$ cat config.mk
export PLATFORM = sky130hd
export DESIGN_NAME = alu_seq_flat
export DESIGN_NICKNAME = d
export VERILOG_FILES = /design/src/rtl/alu_pkg.sv /design/src/rtl/alu_seq_if.sv /design/src/rtl/alu_seq_rf.sv /design/src/rtl/alu_seq.sv /design/src/flat_wrapper.sv
export SDC_FILE = /design/constraint.sdc
export NUM_CORES = 1
export LEC_CHECK = 0
export ABC_AREA = 1
export BUFFER_PORTS_ARGS = -buffer_cell sky130_fd_sc_hd__clkbuf_2
export CAP_MARGIN = 20
export CORE_AREA = 2 2 132 134
export CTS_CLUSTER_SIZE = 14
export DETAILED_ROUTE_END_ITERATION = 10
export DIE_AREA = 0 0 134 136
export GPL_ROUTABILITY_DRIVEN = 0
export SLEW_MARGIN = 20
export SYNTH_ARGS = -nofsm -noshare
export SYNTH_HDL_FRONTEND = slang
export SYNTH_SLANG_ARGS = --single-unit
$ cat constraint.sdc
create_clock -name ck -period 3.4 [get_ports ck]
set_input_delay 0.17 -clock ck [delete_from_list [all_inputs] [get_ports ck]]
set_output_delay 0.17 -clock ck [all_outputs]
set_load 0.01 [all_outputs]
$ cat src/rtl/alu_pkg.sv
// Shared definitions for the ALU sequencer slice.
// Holds the datapath width, register-file geometry, the ALU pipeline latency,
// the ALU control codes and the sequencer FSM state encoding.
package alu_pkg;

  localparam int W       = 8;
  localparam int NREG    = 8;
  localparam int AW      = $clog2(NREG);
  localparam int ALU_LAT = 2;

  localparam logic [3:0] CTR_ADD = 4'b0000;
  localparam logic [3:0] CTR_SUB = 4'b0001;
  localparam logic [3:0] CTR_AND = 4'b1000;
  localparam logic [3:0] CTR_OR  = 4'b1001;
  localparam logic [3:0] CTR_XOR = 4'b1010;
  localparam logic [3:0] CTR_NOT = 4'b1011;
  localparam logic [3:0] CTR_SHR = 4'b1100;
  localparam logic [3:0] CTR_SHL = 4'b1101;
  localparam logic [3:0] CTR_ROR = 4'b1110;
  localparam logic [3:0] CTR_ROL = 4'b1111;

  typedef enum logic [1:0] {
    ST_IDLE  = 2'd0,
    ST_ISSUE = 2'd1,
    ST_WAIT  = 2'd2,
    ST_WB    = 2'd3
  } state_t;

endpackage

$ cat src/rtl/alu_seq_if.sv
// Bundle of every non-clock signal of the ALU sequencer.
//   op_*  : instruction handshake (valid/ready) and fields
//   alu_* : operand/control outputs to the ALU and its result input
//   ld_*  : side load port into the register file
//   res_* : writeback report (one-cycle pulse)
//   dbg_* : combinational debug read of the register file
// Modport slave is the sequencer's view; master is the surrounding system.
interface alu_seq_if #(
  parameter int W  = 8,
  parameter int AW = 3
);
  logic          op_valid;
  logic          op_ready;
  logic [3:0]    op_ctr;
  logic [AW-1:0] op_rd;
  logic [AW-1:0] op_rs1;
  logic [AW-1:0] op_rs2;
  logic [W-1:0]  alu_a;
  logic [W-1:0]  alu_b;
  logic [3:0]    alu_ctr;
  logic [W-1:0]  alu_o;
  logic          ld_en;
  logic [AW-1:0] ld_addr;
  logic [W-1:0]  ld_data;
  logic          res_valid;
  logic [AW-1:0] res_rd;
  logic [W-1:0]  res_data;
  logic [AW-1:0] dbg_addr;
  logic [W-1:0]  dbg_data;

  modport slave (
    input  op_valid, op_ctr, op_rd, op_rs1, op_rs2, alu_o,
           ld_en, ld_addr, ld_data, dbg_addr,
    output op_ready, alu_a, alu_b, alu_ctr, res_valid, res_rd, res_data,
           dbg_data
  );

  modport master (
    output op_valid, op_ctr, op_rd, op_rs1, op_rs2, alu_o,
           ld_en, ld_addr, ld_data, dbg_addr,
    input  op_ready, alu_a, alu_b, alu_ctr, res_valid, res_rd, res_data,
           dbg_data
  );
endinterface

$ cat src/rtl/alu_seq_rf.sv
// NREG x W register file with asynchronous reset to zero.
//   ck, rst_n           : clock, asynchronous active-low reset
//   wb_en/addr/data     : ALU writeback
//   ld_en/addr/data     : side load
//   rs1/rs2_addr, data  : combinational operand reads
//   dbg_addr, dbg_data  : combinational debug read
// Writeback and load may both land on the same edge; when they target the
// same register the writeback value is kept, otherwise both are written.
module alu_seq_rf #(
  parameter int W    = 8,
  parameter int NREG = 8,
  parameter int AW   = $clog2(NREG)
) (
  input  logic          ck,
  input  logic          rst_n,
  input  logic          wb_en,
  input  logic [AW-1:0] wb_addr,
  input  logic [W-1:0]  wb_data,
  input  logic          ld_en,
  input  logic [AW-1:0] ld_addr,
  input  logic [W-1:0]  ld_data,
  input  logic [AW-1:0] rs1_addr,
  output logic [W-1:0]  rs1_data,
  input  logic [AW-1:0] rs2_addr,
  output logic [W-1:0]  rs2_data,
  input  logic [AW-1:0] dbg_addr,
  output logic [W-1:0]  dbg_data
);

  logic [W-1:0] rf_q [NREG];
  logic [W-1:0] rf_d [NREG];

  always_comb begin
    for (int i = 0; i < NREG; i++) begin
      rf_d[i] = rf_q[i];
      if (wb_en && (wb_addr == AW'(i))) begin
        rf_d[i] = wb_data;
      end else if (ld_en && (ld_addr == AW'(i))) begin
        rf_d[i] = ld_data;
      end
    end
  end

  always_ff @(posedge ck or negedge rst_n) begin
    if (!rst_n) begin
      for (int i = 0; i < NREG; i++) begin
        rf_q[i] <= '0;
      end
    end else begin
      rf_q <= rf_d;
    end
  end

  assign rs1_data = rf_q[rs1_addr];
  assign rs2_data = rf_q[rs2_addr];
  assign dbg_data = rf_q[dbg_addr];

endmodule

$ cat src/rtl/alu_seq.sv
// Operation sequencer in front of a registered ALU with ALU_LAT cycles of
// latency. Accepts one instruction per valid/ready handshake, drives the ALU
// with the two source registers and the control code, waits out the ALU
// latency and writes the result back to the destination register.
//   ck, rst_n : clock, asynchronous active-low reset
//   bus       : alu_seq_if slave (op handshake, ALU drive/result, load port,
//               writeback report, debug read)
// Throughput is one instruction per four cycles with ALU_LAT = 2.
module alu_seq #(
  parameter int W       = alu_pkg::W,
  parameter int NREG    = alu_pkg::NREG,
  parameter int ALU_LAT = alu_pkg::ALU_LAT
) (
  input  logic     ck,
  input  logic     rst_n,
  alu_seq_if.slave bus
);
  import alu_pkg::*;

  localparam int AW = $clog2(NREG);
  localparam int CW = $clog2(ALU_LAT + 1);
  localparam logic [CW-1:0] LAT_M1 = CW'(ALU_LAT - 1);

  state_t        state_q, state_d;
  logic [CW-1:0] cnt_q, cnt_d;
  logic [AW-1:0] rd_q, rd_d;
  logic [W-1:0]  alu_a_q, alu_a_d;
  logic [W-1:0]  alu_b_q, alu_b_d;
  logic [3:0]    alu_ctr_q, alu_ctr_d;
  logic          res_valid_q, res_valid_d;
  logic [AW-1:0] res_rd_q, res_rd_d;
  logic [W-1:0]  res_data_q, res_data_d;
  logic [W-1:0]  rs1_data, rs2_data;
  logic          wb_en;

  assign wb_en = (state_q == ST_WB);

  alu_seq_rf #(.W(W), .NREG(NREG), .AW(AW)) u_rf (
    .ck       (ck),
    .rst_n    (rst_n),
    .wb_en    (wb_en),
    .wb_addr  (rd_q),
    .wb_data  (bus.alu_o),
    .ld_en    (bus.ld_en),
    .ld_addr  (bus.ld_addr),
    .ld_data  (bus.ld_data),
    .rs1_addr (bus.op_rs1),
    .rs1_data (rs1_data),
    .rs2_addr (bus.op_rs2),
    .rs2_data (rs2_data),
    .dbg_addr (bus.dbg_addr),
    .dbg_data (bus.dbg_data)
  );

  always_comb begin
    state_d     = state_q;
    cnt_d       = cnt_q;
    rd_d        = rd_q;
    alu_a_d     = alu_a_q;
    alu_b_d     = alu_b_q;
    alu_ctr_d   = alu_ctr_q;
    res_valid_d = 1'b0;
    res_rd_d    = res_rd_q;
    res_data_d  = res_data_q;
    case (state_q)
      ST_IDLE: begin
        // Operands come from the pre-edge register contents, so a load on
        // the accept edge is deliberately not forwarded.
        if (bus.op_valid) begin
          alu_a_d   = rs1_data;
          alu_b_d   = rs2_data;
          alu_ctr_d = bus.op_ctr;
          rd_d      = bus.op_rd;
          state_d   = ST_ISSUE;
        end
      end
      ST_ISSUE: begin
        cnt_d   = LAT_M1;
        state_d = ST_WAIT;
      end
      ST_WAIT: begin
        // Leave on the edge where the counter reaches zero; a counter
        // already at zero (ALU_LAT = 1) also leaves.
        if (cnt_q <= CW'(1)) begin
          state_d = ST_WB;
        end
        cnt_d = (cnt_q == '0) ? '0 : cnt_q - 1'b1;
      end
      ST_WB: begin
        res_valid_d = 1'b1;
        res_rd_d    = rd_q;
        res_data_d  = bus.alu_o;
        state_d     = ST_IDLE;
      end
      default: state_d = ST_IDLE;
    endcase
  end

  always_ff @(posedge ck or negedge rst_n) begin
    if (!rst_n) begin
      state_q     <= ST_IDLE;
      cnt_q       <= '0;
      rd_q        <= '0;
      alu_a_q     <= '0;
      alu_b_q     <= '0;
      alu_ctr_q   <= '0;
      res_valid_q <= 1'b0;
      res_rd_q    <= '0;
      res_data_q  <= '0;
    end else begin
      state_q     <= state_d;
      cnt_q       <= cnt_d;
      rd_q        <= rd_d;
      alu_a_q     <= alu_a_d;
      alu_b_q     <= alu_b_d;
      alu_ctr_q   <= alu_ctr_d;
      res_valid_q <= res_valid_d;
      res_rd_q    <= res_rd_d;
      res_data_q  <= res_data_d;
    end
  end

  // Gated with rst_n so the block never advertises readiness while held
  // in reset, yet is ready immediately after release.
  assign bus.op_ready  = rst_n && (state_q == ST_IDLE);
  assign bus.alu_a     = alu_a_q;
  assign bus.alu_b     = alu_b_q;
  assign bus.alu_ctr   = alu_ctr_q;
  assign bus.res_valid = res_valid_q;
  assign bus.res_rd    = res_rd_q;
  assign bus.res_data  = res_data_q;

endmodule

$ cat src/flat_wrapper.sv
// flat-port wrapper written by rule: the top's interface ports become plain ports
module alu_seq_flat import alu_pkg::*;
#(
  parameter int W       = alu_pkg::W,
  parameter int NREG    = alu_pkg::NREG,
  parameter int ALU_LAT = alu_pkg::ALU_LAT
)
  (ck, rst_n, bus_op_valid, bus_op_ctr, bus_op_rd, bus_op_rs1, bus_op_rs2, bus_alu_o, bus_ld_en, bus_ld_addr, bus_ld_data, bus_dbg_addr, bus_op_ready, bus_alu_a, bus_alu_b, bus_alu_ctr, bus_res_valid, bus_res_rd, bus_res_data, bus_dbg_data);
  alu_seq_if #(.W(W), .AW(3)) bus_i ();
  input  logic ck;
  input  logic rst_n;
  input wire logic [$bits(bus_i.op_valid)-1:0] bus_op_valid;
  input wire logic [$bits(bus_i.op_ctr)-1:0] bus_op_ctr;
  input wire logic [$bits(bus_i.op_rd)-1:0] bus_op_rd;
  input wire logic [$bits(bus_i.op_rs1)-1:0] bus_op_rs1;
  input wire logic [$bits(bus_i.op_rs2)-1:0] bus_op_rs2;
  input wire logic [$bits(bus_i.alu_o)-1:0] bus_alu_o;
  input wire logic [$bits(bus_i.ld_en)-1:0] bus_ld_en;
  input wire logic [$bits(bus_i.ld_addr)-1:0] bus_ld_addr;
  input wire logic [$bits(bus_i.ld_data)-1:0] bus_ld_data;
  input wire logic [$bits(bus_i.dbg_addr)-1:0] bus_dbg_addr;
  output wire logic [$bits(bus_i.op_ready)-1:0] bus_op_ready;
  output wire logic [$bits(bus_i.alu_a)-1:0] bus_alu_a;
  output wire logic [$bits(bus_i.alu_b)-1:0] bus_alu_b;
  output wire logic [$bits(bus_i.alu_ctr)-1:0] bus_alu_ctr;
  output wire logic [$bits(bus_i.res_valid)-1:0] bus_res_valid;
  output wire logic [$bits(bus_i.res_rd)-1:0] bus_res_rd;
  output wire logic [$bits(bus_i.res_data)-1:0] bus_res_data;
  output wire logic [$bits(bus_i.dbg_data)-1:0] bus_dbg_data;
  assign bus_i.op_valid = bus_op_valid;
  assign bus_i.op_ctr = bus_op_ctr;
  assign bus_i.op_rd = bus_op_rd;
  assign bus_i.op_rs1 = bus_op_rs1;
  assign bus_i.op_rs2 = bus_op_rs2;
  assign bus_i.alu_o = bus_alu_o;
  assign bus_i.ld_en = bus_ld_en;
  assign bus_i.ld_addr = bus_ld_addr;
  assign bus_i.ld_data = bus_ld_data;
  assign bus_i.dbg_addr = bus_dbg_addr;
  assign bus_op_ready = bus_i.op_ready;
  assign bus_alu_a = bus_i.alu_a;
  assign bus_alu_b = bus_i.alu_b;
  assign bus_alu_ctr = bus_i.alu_ctr;
  assign bus_res_valid = bus_i.res_valid;
  assign bus_res_rd = bus_i.res_rd;
  assign bus_res_data = bus_i.res_data;
  assign bus_dbg_data = bus_i.dbg_data;
  alu_seq #(.W(W), .NREG(NREG), .ALU_LAT(ALU_LAT)) u_core (.ck(ck), .rst_n(rst_n), .bus(bus_i));
endmodule
==> flow_summary.ini <==
[clock_tree]
cts_tree = done
cts_setup_buffers = 0
clock_sinks = 103
htree_levels = 3
cts_resized = 0
clk_latency_ns = 0.37
cts_root_buffer = clkbuf_16
cts_hold_buf = 3
numCtsBuffers = 9
cts_buffer_depth = 2
clkTransAtPathRegs_ns = 0.07

[layout]
final_cells = 1227
fin_util_pct = 42.84
syn_to_final_growth_pct = 11.50
multi_input_area_um2 = 3191
num-nets-final = 1041
diodes = 0
drive_above_1_share_pct = 12.28
fill_cells = 1814
final-seq-area_um2 = 2577
finalInstanceArea_um2 = 7229

[logic_synthesis]
synthMostInstantiatedCell = nand2_1
syn_nets = 997
netlist_instances = 954
synth_top_area_share_pct = 39.75
synth_common_cells = nand2_1, nand3_1, inv_1
ys_top_cells_by_area = dfrtp_1, nand2_1, nand3_1, o21ai_0, inv_1
netlist_area_um2 = 6484
seq_area_frac_synth_pct = 39.75
async_reset_ff_share_pct = 100.0
synth_cell_types = 28
synth-seq-cells = 103
synth-edff-count = 0
yosysWarnings = 0
synth_flop_cell = dfrtp_1
synth_area_per_cell_um2 = 6.796
yosysTopAreaCell = dfrtp_1

[worst_hold_path]
hp-class = input pin to flip-flop

[sta]
finalHoldViolCount = 0
fin_setup_tns_ns = 0
setup_viol = 0
rsz0062_at_grt = false
finalClockSkew_ns = 0.01064
fmax_mhz = 479.1
worstMarginPinSlew_ns = 0.9346
period_needed_ns = 2.087
drv_slew = 0
post-route-period-util_pct = 61.38
relSlewSlack_pct = 37.63

[critical_path]
crit_arrival_ns = 1.92
cp_max_fo = 33
crit_required_ns = 3.23
end_kind = output pin
cp_cell_sequence = clkbuf_2, inv_1, a21oi_1, o21ai_0, nand2_1, nand2_1, nand2_1, clkbuf_2
start_kind = input pin
path_common_cell = nand2_1
cp_slowest_cell = inv_1
critPathKind = input pin to output pin
critPathMaxStageDelay_ns = 0.55

[detailed_routing]
drc_errors = 0
wl_per_cell_um = 17.85
first_pass_iters = 5
wl_um = 21900
ant_nets = 0
avgViaCountPerCell = 5.301
drt_iter0_markers = 901
vias = 6504

[grt]
grt_overflow = 0
grt_use_total_pct = 24.58
grt_pass1_vias = 5739
grt_pass1_wl_um = 33940
grt_antenna_before_repair = 0
grt_max_degree = 65

[power_and_ir_drop]
worst_ir_drop_vdd_v = 0.0004225
total_power_mw = 5.568
p_leak_nw = 3.792
power_density_nw_per_um2 = 770.1

[place]
dp.final_hpwl_um = 16140
place_area_um2 = 6935
port_buffers = 79
place_inst = 1209

[job]
cap_violations = 0

[floorplanning]
rows = 48
die_height_um = 136
start_util_pct = 38.42
dieArea_um2 = 18220
die_w_um = 134
coreArea_um2 = 16880
pin_count = 80

[status]
status = completed
## registers in the layout, indices dropped and copies added (netlist names)
| signal | flops |
|---|---|
| u_core.rd_q | 3 |
| u_core.cnt_q | 2 |
| u_core.bus.res_data | 8 |
| u_core.u_rf.rf_q | 64 |
| u_core.bus.alu_ctr | 4 |
| u_core.bus.alu_b | 8 |
| u_core.state_q | 2 |
| u_core.bus.alu_a | 8 |
| u_core.bus.res_valid | 1 |
| u_core.bus.res_rd | 3 |
## kinds of logic (layout without fill, tap and decap cells)
group	after synthesis	in the layout	share of synthesized area, %
AND/OR/NAND/NOR	475	475	30.97
buffers and inverters	168	216	11.04
flip-flops	103	103	39.75
AO/OA/AOI/OAI	204	204	17.46
adder cells (fa/ha/maj)	4	4	0.7719
## report_power, final
part	switching, mW	internal [mW]
logic	1.67	0.783
clock network	0.505	0.498
registers	0.299	1.81
total	2.47	3.09
## cell usage in the layout, fill, tap and decap left out
master,netlist,final
nand2_1,308,308
nand3_1,118,118
inv_1,108,108
dfrtp_1,103,103
o21ai_0,95,95
clkbuf_2,0,78
a21oi_1,48,48
o211ai_1,32,32
nor2_1,31,31
o21ai_1,16,16
nand2_2,10,10
o22ai_1,9,9
clkbuf_16,0,9
buf_4,2,7
ha_1,4,4
nand2_4,3,3
dlygate4sd3_1,0,3
inv_2,2,2
nor2_4,2,2
nand3_2,2,2
o21ai_2,2,2
clkbuf_1,29,2
clkinv_4,0,2
nor2_2,1,1
clkinv_1,1,1
inv_4,1,1
o21ai_4,1,1
a31oi_1,1,1
clkinv_2,0,1
inv_6,0,1
buf_12,0,1
## per-layer routing
layer	part of all wire, %	GRT usage, %	vias to the layer above
li1	-	-	3179
met4	1.7	6.797	0
met3	9.0	5.817	25
met1	48	36.53	2986
met2	42	35.47	314
met5	0	0	-
## final timing paths
check                                           start                      to  slack, ns  depth (start not counted)
worst min register to register  u_core.bus.alu_ctr[0]   u_core.bus.alu_ctr[0]       0.48                          2
min in group asynchronous                       rst_n  u_core.bus.res_data[0]       0.32                          2
worst max register to register      u_core.state_q[1]    u_core.u_rf.rf_q[61]       1.48                          7
worst max-delay path                  bus_dbg_addr[0]         bus_dbg_data[6]       1.31                          8
max in group asynchronous                       rst_n    u_core.u_rf.rf_q[11]       2.33                          3
worst min-delay path                    bus_op_ctr[1]   u_core.bus.alu_ctr[1]      0.008                          3
## critical path, delay by kind of cell
family                 cells  cell delay (ns)
AND/OR/NAND/NOR            3             0.29
buffers and inverters      3             1.11
AO/OA/AOI/OAI              2             0.34
## cell type report
cell class	count	area share [%]
clock buffer	11	3.219
clock inverter	4	0.4327
inverter	112	5.850
multi-input combinational	683	44.13
sequential	103	35.65
tap	225	3.894
timing repair buffer	89	6.819
## metrics by stage
stage / hold slack (ns) / setup WS (ns)
after floorplan: -0.1256 / 1.972
after global placement: 0.2029 / 1.393
after detailed placement: 0.1996 / 1.368
after CTS: 0.001853 / 1.366
after global routing: 0.007498 / 1.099
final: 0.007881 / 1.313
(Power assumes the default switching activity.)
